### src/rtl/inst_fifo_if.sv
// Instruction FIFO port bundle: host push side, decode-stage pop side, status.
// No timing of its own; pure wiring between the host, the FIFO and decode.
// Flow control is level-based: wr_en is dropped by the FIFO while full is high.
// The overrun_err/underrun_err flags exist only when INST_FIFO_ERR_EN is defined.
interface inst_fifo_if #(
  parameter int DEPTH = 8,
  parameter int WIDTH = 82
);
  localparam int CW = $clog2(DEPTH) + 1;

  logic             wr_en;
  logic [WIDTH-1:0] wr_data;
  logic             rd_en;
  logic [WIDTH-1:0] rd_data;
  logic             empty;
  logic             full;
  logic [CW-1:0]    count;
`ifdef INST_FIFO_ERR_EN
  logic             overrun_err;
  logic             underrun_err;
`endif

`ifdef INST_FIFO_ERR_EN
  modport master (output wr_en, wr_data, rd_en,
                  input  rd_data, empty, full, count, overrun_err, underrun_err);
  modport slave  (input  wr_en, wr_data, rd_en,
                  output rd_data, empty, full, count, overrun_err, underrun_err);
`else
  modport master (output wr_en, wr_data, rd_en,
                  input  rd_data, empty, full, count);
  modport slave  (input  wr_en, wr_data, rd_en,
                  output rd_data, empty, full, count);
`endif
endinterface

### src/rtl/inst_fifo.sv
// Instruction FIFO between host command interface and decode stage (FWFT, DEPTH x WIDTH).
// Latency: push visible on rd_data one edge later; rd_data is combinational off the head entry.
// Backpressure: pushes dropped while full, pops ignored while empty; optional sticky
// overrun_err/underrun_err flags when INST_FIFO_ERR_EN is defined.
// DEPTH must be a power of two (>= 2) so the pointers wrap by natural overflow.
module inst_fifo #(
  parameter int DEPTH = 8,
  parameter int WIDTH = 82
) (
  input  logic        clk,
  input  logic        n_rst,
  inst_fifo_if.slave  bus
);
  localparam int AW = $clog2(DEPTH);
  localparam int CW = AW + 1;
  localparam logic [CW-1:0] FULL_CNT = CW'(DEPTH);

  logic [WIDTH-1:0] mem [DEPTH];
  logic [AW-1:0]    wptr;
  logic [AW-1:0]    rptr;
  logic [CW-1:0]    count_q;
  logic             empty_w;
  logic             full_w;
  logic             push_ok;
  logic             pop_ok;

  // Status flags come straight from the registered occupancy count.
  assign empty_w = (count_q == '0);
  assign full_w  = (count_q == FULL_CNT);

  // Full blocks a push even if a pop lands in the same cycle; empty blocks
  // only the pop, so a push into an empty FIFO still goes through.
  assign push_ok = bus.wr_en & ~full_w;
  assign pop_ok  = bus.rd_en & ~empty_w;

  // Storage array: written on accepted pushes only, never reset.
  always_ff @(posedge clk) begin
    if (push_ok) begin
      mem[wptr] <= bus.wr_data;
    end
  end

  // Pointers and occupancy count; reset discards all stored entries.
  always_ff @(posedge clk or negedge n_rst) begin
    if (!n_rst) begin
      wptr    <= '0;
      rptr    <= '0;
      count_q <= '0;
    end else begin
      if (push_ok) wptr <= wptr + 1'b1;
      if (pop_ok)  rptr <= rptr + 1'b1;
      case ({push_ok, pop_ok})
        2'b10:   count_q <= count_q + 1'b1;
        2'b01:   count_q <= count_q - 1'b1;
        default: count_q <= count_q;
      endcase
    end
  end

  // First-word-fall-through head; forced to zero while empty so decode never
  // sees stale storage contents.
  assign bus.rd_data = empty_w ? '0 : mem[rptr];
  assign bus.empty   = empty_w;
  assign bus.full    = full_w;
  assign bus.count   = count_q;

`ifdef INST_FIFO_ERR_EN
  logic overrun_q;
  logic underrun_q;

  // Sticky error flags: set by any attempted push-while-full or
  // pop-while-empty, cleared only by reset.
  always_ff @(posedge clk or negedge n_rst) begin
    if (!n_rst) begin
      overrun_q  <= 1'b0;
      underrun_q <= 1'b0;
    end else begin
      if (bus.wr_en && full_w)  overrun_q  <= 1'b1;
      if (bus.rd_en && empty_w) underrun_q <= 1'b1;
    end
  end

  assign bus.overrun_err  = overrun_q;
  assign bus.underrun_err = underrun_q;
`endif

endmodule

### src/flat_wrapper.sv
// flat-port wrapper written by rule: the top's interface ports become plain ports
module inst_fifo_flat 
#(
  parameter int DEPTH = 8,
  parameter int WIDTH = 82
)
  (clk, n_rst, bus_wr_en, bus_wr_data, bus_rd_en, bus_rd_data, bus_empty, bus_full, bus_count);
  inst_fifo_if #(.DEPTH(DEPTH), .WIDTH(WIDTH)) bus_i ();
  input  logic clk;
  input  logic n_rst;
  input wire logic [$bits(bus_i.wr_en)-1:0] bus_wr_en;
  input wire logic [$bits(bus_i.wr_data)-1:0] bus_wr_data;
  input wire logic [$bits(bus_i.rd_en)-1:0] bus_rd_en;
  output wire logic [$bits(bus_i.rd_data)-1:0] bus_rd_data;
  output wire logic [$bits(bus_i.empty)-1:0] bus_empty;
  output wire logic [$bits(bus_i.full)-1:0] bus_full;
  output wire logic [$bits(bus_i.count)-1:0] bus_count;
  assign bus_i.wr_en = bus_wr_en;
  assign bus_i.wr_data = bus_wr_data;
  assign bus_i.rd_en = bus_rd_en;
  assign bus_rd_data = bus_i.rd_data;
  assign bus_empty = bus_i.empty;
  assign bus_full = bus_i.full;
  assign bus_count = bus_i.count;
  inst_fifo #(.DEPTH(DEPTH), .WIDTH(WIDTH)) u_core (.clk(clk), .n_rst(n_rst), .bus(bus_i));
endmodule
### config.mk
export PLATFORM = sky130hd
export DESIGN_NAME = inst_fifo_flat
export DESIGN_NICKNAME = d
export VERILOG_FILES = /design/src/rtl/inst_fifo_if.sv /design/src/rtl/inst_fifo.sv /design/src/flat_wrapper.sv
export SDC_FILE = /design/constraint.sdc
export NUM_CORES = 1
export LEC_CHECK = 0
export CAP_MARGIN = 0
export CORE_AREA = 2 2 275 209
export DETAILED_ROUTE_END_ITERATION = 6
export DIE_AREA = 0 0 277 211
export DONT_BUFFER_PORTS = 1
export MAX_ROUTING_LAYER = met4
export PLACE_DENSITY_LB_ADDON = 0.3
export SLEW_MARGIN = 20
export SYNTH_ARGS = -nofsm -noshare
export SYNTH_HDL_FRONTEND = slang
export SYNTH_SLANG_ARGS = --single-unit
### constraint.sdc
create_clock -name clk -period 16.88 [get_ports clk]
set_input_delay 1.688 -clock clk [delete_from_list [all_inputs] [get_ports clk]]
set_output_delay 1.688 -clock clk [all_outputs]
set_load 0.05 [all_outputs]
==> results of run 1 <==
worst max-delay path, delay by kind of cell, from the launching register on:
| family | cells | cell delay (ns) |
|---|---|---|
| buf+inv | 1 | 0.81 |
| flops | 1 | 0.88 |
| mux | 2 | 0.42 |
| simple gates | 1 | 0.88 |
per-layer routing:
layer  track usage [%]  vias to the layer above  routed length (µm)
met2              28.0                      239               24000
met3              5.11                       60                3170
li1                  -                     4648                   -
met4              4.24                        0                 812
met1              23.3                     5845               21700
met5                 -                        -                   0
Yosys cell counts (3+ instances only):
master    number  area share [%]
buf_1          5           0.074
dfrtp_1       10            0.98
buf_2         24            0.47
edfxtp_1     656              77
nor2_1        89             1.3
mux2i_1       82             3.2
xnor2_1        3            0.10
nand2b_1       3           0.074
buf_6         17            0.75
clkbuf_1       9            0.13
nor2b_1        4           0.098
nor3_1         3           0.059
mux4_2       164              14
xor2_1         5            0.17
ha_1           5            0.25
nand2_1        9            0.13
logic make-up (layout without fill, tap and decap cells):
family / Yosys count / in the layout / synth area share (%)
flip-flops: 666 / 666 / 78.3
multiplexers: 248 / 248 / 17.8
AND/OR/NAND/NOR: 111 / 111 / 1.81
buffers and inverters: 56 / 140 / 1.44
XOR/XNOR: 8 / 8 / 0.275
adder cells (fa/ha/maj): 5 / 5 / 0.246
AO/OA/AOI/OAI: 5 / 5 / 0.128
cell usage in the layout, fill, tap and decap left out, types with 9 or more instances in the layout:
cell type  count
nor2_1        83
clkinv_2      11
mux4_2       164
edfxtp_1     656
clkbuf_16     66
mux2i_1       82
nand2_1        9
buf_4         21
clkbuf_1      21
registers in the layout, indices dropped and copies added, names as in the netlist:
name              cells
u_core.rptr           3
u_core.bus.count      4
u_core.mem          656
u_core.wptr           3
power by group through the flow:
stage | Combinational [mW] | Clock [mW] | Sequential [mW]
detailed placement | 1.94 | 0 | 2.27
CTS | 1.95 | 1.39 | 2.23
global route | 2.02 | 1.46 | 2.25
floorplan | 1.70 | 0 | 2.20
finish | 1.90 | 1.36 | 2.23
global placement | 1.94 | 0 | 2.26
per-stage QoR:
step | power (mW) | area [µm²] | instances
after global placement | 4.19 | 26300 | 1797
final | 5.49 | 28200 | 1914
after detailed placement | 4.21 | 26300 | 1797
after global routing | 5.73 | 28200 | 1914
after CTS | 5.57 | 28200 | 1914
after floorplan | 3.89 | 25500 | 1099
area by class of cell:
type / instances / area share (%)
clock buffer: 88 / 6.17
clock inverter: 29 / 0.811
inverter: 1 / 0.0133
multi-input combinational: 377 / 18.5
sequential: 666 / 70.7
tap: 731 / 3.24
timing repair buffer: 22 / 0.629
worst min-delay path by stage:
| stage | cells after the start | to | start | slack [ns] |
|---|---|---|---|---|
| 2_1_floorplan | 2 | u_core.wptr[0] | u_core.wptr[0] | 0.49 |
| 3_3_place_gp | 2 | u_core.wptr[0] | u_core.wptr[0] | 0.52 |
| 3_5_place_dp | 2 | u_core.wptr[0] | u_core.wptr[0] | 0.54 |
| 4_1_cts | 2 | u_core.wptr[0] | u_core.wptr[0] | 0.55 |
| 5_1_grt | 2 | u_core.wptr[0] | u_core.wptr[0] | 0.59 |
| 6_report | 2 | u_core.wptr[0] | u_core.wptr[0] | 0.56 |
==> run summary, run 1 <==
Startpoint Class -> flop
Final TNS setup -> 0 ns
number of diodes -> 0
core area -> 55600 µm²
fin. max-slew vios -> 0
Fmax -> 185 MHz
first-pass GRT wire length -> 74.1 mm
crit end category -> output pin
Max-cap violations -> 0
clk root buf -> clkbuf_16
worst path cell trace -> buf_4, mux4_2, mux2i_1, nor2_1
DR WL/cell -> 25.9 µm
flops & latches, synth -> 666
post-synthesis sequential area ratio -> 78.3%
Mapped Area -> 25500 µm²
FF-to-FF Start -> u_core.bus.count[1]
Leak -> 9.02 nW
worst-skew pair later-pin latency -> 0.60 ns
Synth cell types -> 25
TritonCTS clock tree -> done
Final ANT Viol Nets -> 0
post-CTS setup buffer count -> 0
Logic pwr share -> 34.6%
drt first pass iters -> 5
CP peak stage delay -> 0.88 ns
Total GRT Usage -> 17.8%
# H-tree levels -> 3
die width -> 277 µm
# resized after CTS -> 0
initial core utilization -> 45.9%
nets@finish -> 1225
final core occ -> 50.8%
cts-stage hold buffer count -> 0
Peak VDD IR -> 0.000132 V
Setup-failing EPs final -> 0
switching portion of total power -> 38.0%
pwr dens -> 194 nW/µm²
RSZ-0062 raised after global routing -> no
initial antenna violation count -> 0
Sinks on Clock Net -> 666
DRC viols -> 0
Avg Vias per Cell -> 5.64
end of the worst register-to-register path -> u_core.mem[2][24]
area delta synth->final -> 10.9%
largest net degree at the start of global routing -> 102
R2R depth -> 5
final hold slack -> 0.559 ns
chip height -> 211 µm
Clock Pin Slew Worst Setup and Hold Paths -> 0.06 ns
Setup Slack @ Placement -> 12.09 ns
Worst Setup SP -> u_core.rptr[1]
HPWL after DPL -> 26.2 mm
Worst Path Required -> 15.19 ns
Final WS setup -> 11.47 ns
Reg2Reg Setup Slack -> 12.91 ns
row count -> 75
HP Class -> flop to flop
async set-reset flop share out of synthesis -> 1.50%
period utilisation layout -> 32.0%
area of the multi-input gates -> 5220 µm²
crit path max-delay cell type -> dfrtp_4
Max Buffers Root-to-Sink -> 3
number of synthesized flops with an enable pin -> 656
crit path capture -> bus_rd_data[67]
vias in the first global route -> 11600
sequential share of power -> 40.6%
relative slew slack -> 24.1%
I/O pins -> 174
Int Pwr -> 3.40 mW
Hold Violations, Final -> 0
share of cells above drive strength 1 -> 24.4%
1st-iter DRT viols -> 909
yosys warns -> 0
Total Routed Length -> 49.7 mm
worst slew pin tran -> 1.13 ns
via count -> 10800
storage element area -> 20000 µm²
Port Buffers -> 0
Setup Crit Path Kind -> flop to output pin
area of the die -> 58400 µm²
fillers -> 4348
main flop type after synthesis -> edfxtp_1
Syn Area/Cell -> 23.2 µm²
CTS Buf Count -> 66
status -> finished, final reports clean
switching power -> 2.08 mW
crit-path max FO -> 62
GR Overflow Total -> 0
Clock Power Share -> 24.8%
Clock Skew -> 0.0174 ns
routability cong. -> 0.715
Worst Path Arrival -> 3.72 ns
Mapped Cells -> 1099
syn nets -> 1190
Final Critical Period -> 5.41 ns
(Power assumes the default switching activity.)
==> run 2: changes to the inputs <==
- clock period: 16.88 -> 5.4 ns (I/O delays scaled with it)
==> run 2 against run 1 <==
Compared with the run above: final area up 3.5%; utilization increased by 1.8 points; sequential power rose to 3.1 times the previous value; flip-flop and latch count unchanged; final cell count increased by 5.1%; worst setup slack got worse by 10 ns; register-to-register slack got worse by 11 ns; die area stayed put; critical path depth stayed put; first-iteration DRC count up 7.0%; critical path type unchanged; highest routed layer unchanged.
==> run summary, run 2 (synthesized netlist as in run 1, its figures left out) <==
design area -> 29200 µm²
hold depth -> 3
Final TNS setup -> 0 ns
register name with the most flops -> u_core.mem
Fmax -> 254 MHz
chip height -> 211 µm
first-pass GRT wire length -> 77.7 mm
crit-path max FO -> 41
CP peak stage delay -> 1.02 ns
Clock Pin Slew Worst Setup and Hold Paths -> 0.06 ns
Total GRT Usage -> 18.4%
die width -> 277 µm
DR WL/cell -> 25.6 µm
worst-skew pair later-pin latency -> 0.61 ns
HPWL after DPL -> 27.8 mm
Clock Skew -> 0.0130 ns
FF-to-FF Start -> u_core.bus.count[1]
# H-tree levels -> 2
relative slew slack -> 23.1%
CTS Buf Count -> 61
area of the die -> 58400 µm²
Port Buffers -> 0
Startpoint Class -> flop
Setup-failing EPs final -> 0
Worst Path Required -> 4.86 ns
HP Class -> input port to flop
Sinks on Clock Net -> 666
R2R depth -> 10
Setup Crit Path Kind -> flop to output pin
via count -> 11300
most frequent cells in the layout -> edfxtp_1 (656), mux4_2 (164), dlygate4sd3_1 (83)
I/O pins -> 174
Peak VDD IR -> 0.000298 V
Worst Path Arrival -> 3.40 ns
initial antenna violation count -> 7
DRC viols -> 0
TritonCTS clock tree -> done
Max Buffers Root-to-Sink -> 3
row count -> 75
nets@finish -> 1312
Worst Setup SP -> u_core.rptr[0]
Leak -> 9.42 nW
worst slew pin tran -> 1.15 ns
worst path cell trace -> buf_4, mux4_2, mux2i_1, nor2_1
hold path startpoint -> bus_wr_en
RSZ-0062 raised after global routing -> no
routability cong. -> 0.718
vias in the first global route -> 12100
Placed Area -> 26400 µm²
Avg Vias per Cell -> 5.62
initial core utilization -> 45.9%
area delta synth->final -> 14.7%
crit end category -> output pin
period utilisation layout -> 73.0%
status -> finished, final reports clean
Hold Violations, Final -> 0
post-CTS setup buffer count -> 0
Total Routed Length -> 51.5 mm
Largest register FFs -> 656
Final ANT Viol Nets -> 0
commonest non-fill, non-tap cell in the layout -> edfxtp_1
1st-iter DRT viols -> 973
Max-cap violations -> 0
clk root buf -> clkbuf_16
drt first pass iters -> 5
fin. max-slew vios -> 0
core area -> 55600 µm²
share of cells above drive strength 1 -> 23.0%
largest net degree at the start of global routing -> 62
Final Critical Period -> 3.94 ns
pwr dens -> 592 nW/µm²
GR Overflow Total -> 0
crit path max-delay cell type -> dfrtp_4
## run 2: cell count changes in the layout (fill, tap and decap cells not counted), moves of 2 or more
cell,previous run,this run
inv_6,6,1
buf_12,1,8
clkbuf_16,66,63
diode_2,0,7
buf_4,21,23
clkbuf_1,21,17
bufinv_16,2,5
dlygate4sd3_1,0,83
nor3_4,0,2
clkinv_1,7,15
nor3_2,2,0
clkinv_4,0,2
## run 2: path summary, 6_finish.rpt
kind                                             to  slack [ns]
worst min register to register       u_core.wptr[0]        0.54
worst max register to register  u_core.bus.count[2]        2.01
max in group asynchronous            u_core.rptr[1]        4.71
min in group asynchronous       u_core.bus.count[0]        0.32
worst min-delay path                 u_core.wptr[1]        0.26
worst max-delay path                bus_rd_data[19]        1.46
## run 2: what timing repair did
item,in CTS,in global routing
hold buffers,83,0
gates resized for setup,0,0
endpoints found under the hold margin,666,0
## run 2: cell type report
cell class | instances | area [µm²]
multi-input combinational | 377 | 5230
inverter | 1 | 3.75
clock inverter | 35 | 295
fill | 4282 | 26300
antenna | 7 | 17.5
tap | 731 | 915
clock buffer | 80 | 1640
sequential | 666 | 20000
timing repair buffer | 114 | 1160
## run 2: power by group
group / switching (mW) / internal, mW
clock network: 1.81 / 2.37
registers: 0.548 / 6.48
logic: 4.23 / 1.87
## run 2: metal layers
layer	vias to the layer above	track usage (%)	wire, µm
li1	4847	-	-
met1	6061	24.9	22600
met2	323	29.1	25000
met3	66	4.00	3110
met4	0	3.99	791
met5	-	-	0
## run 2: through the flow
stage / setup slack (ns) / power, mW / util (%) / hold slack (ns) / instances
final: 1.46 / 17.3 / 52.6 / 0.259 / 2011
after CTS: 1.28 / 17.5 / 52.6 / 0.216 / 2004
after detailed placement: 1.95 / 13.3 / 47.6 / 0.245 / 1806
after global routing: 1.18 / 18.0 / 52.6 / 0.252 / 2011
after floorplan: 0.0751 / 12.2 / - / 0.244 / 1099
after global placement: 2.00 / 13.2 / 47.6 / 0.245 / 1806
## run 2: critical path, delay by kind of cell (launching register included)
kind	cells	cell delay, ns
muxes	2	0.39
buffers and inverters	1	0.56
and+or+nand+nor	1	0.75
DFF	1	1.02
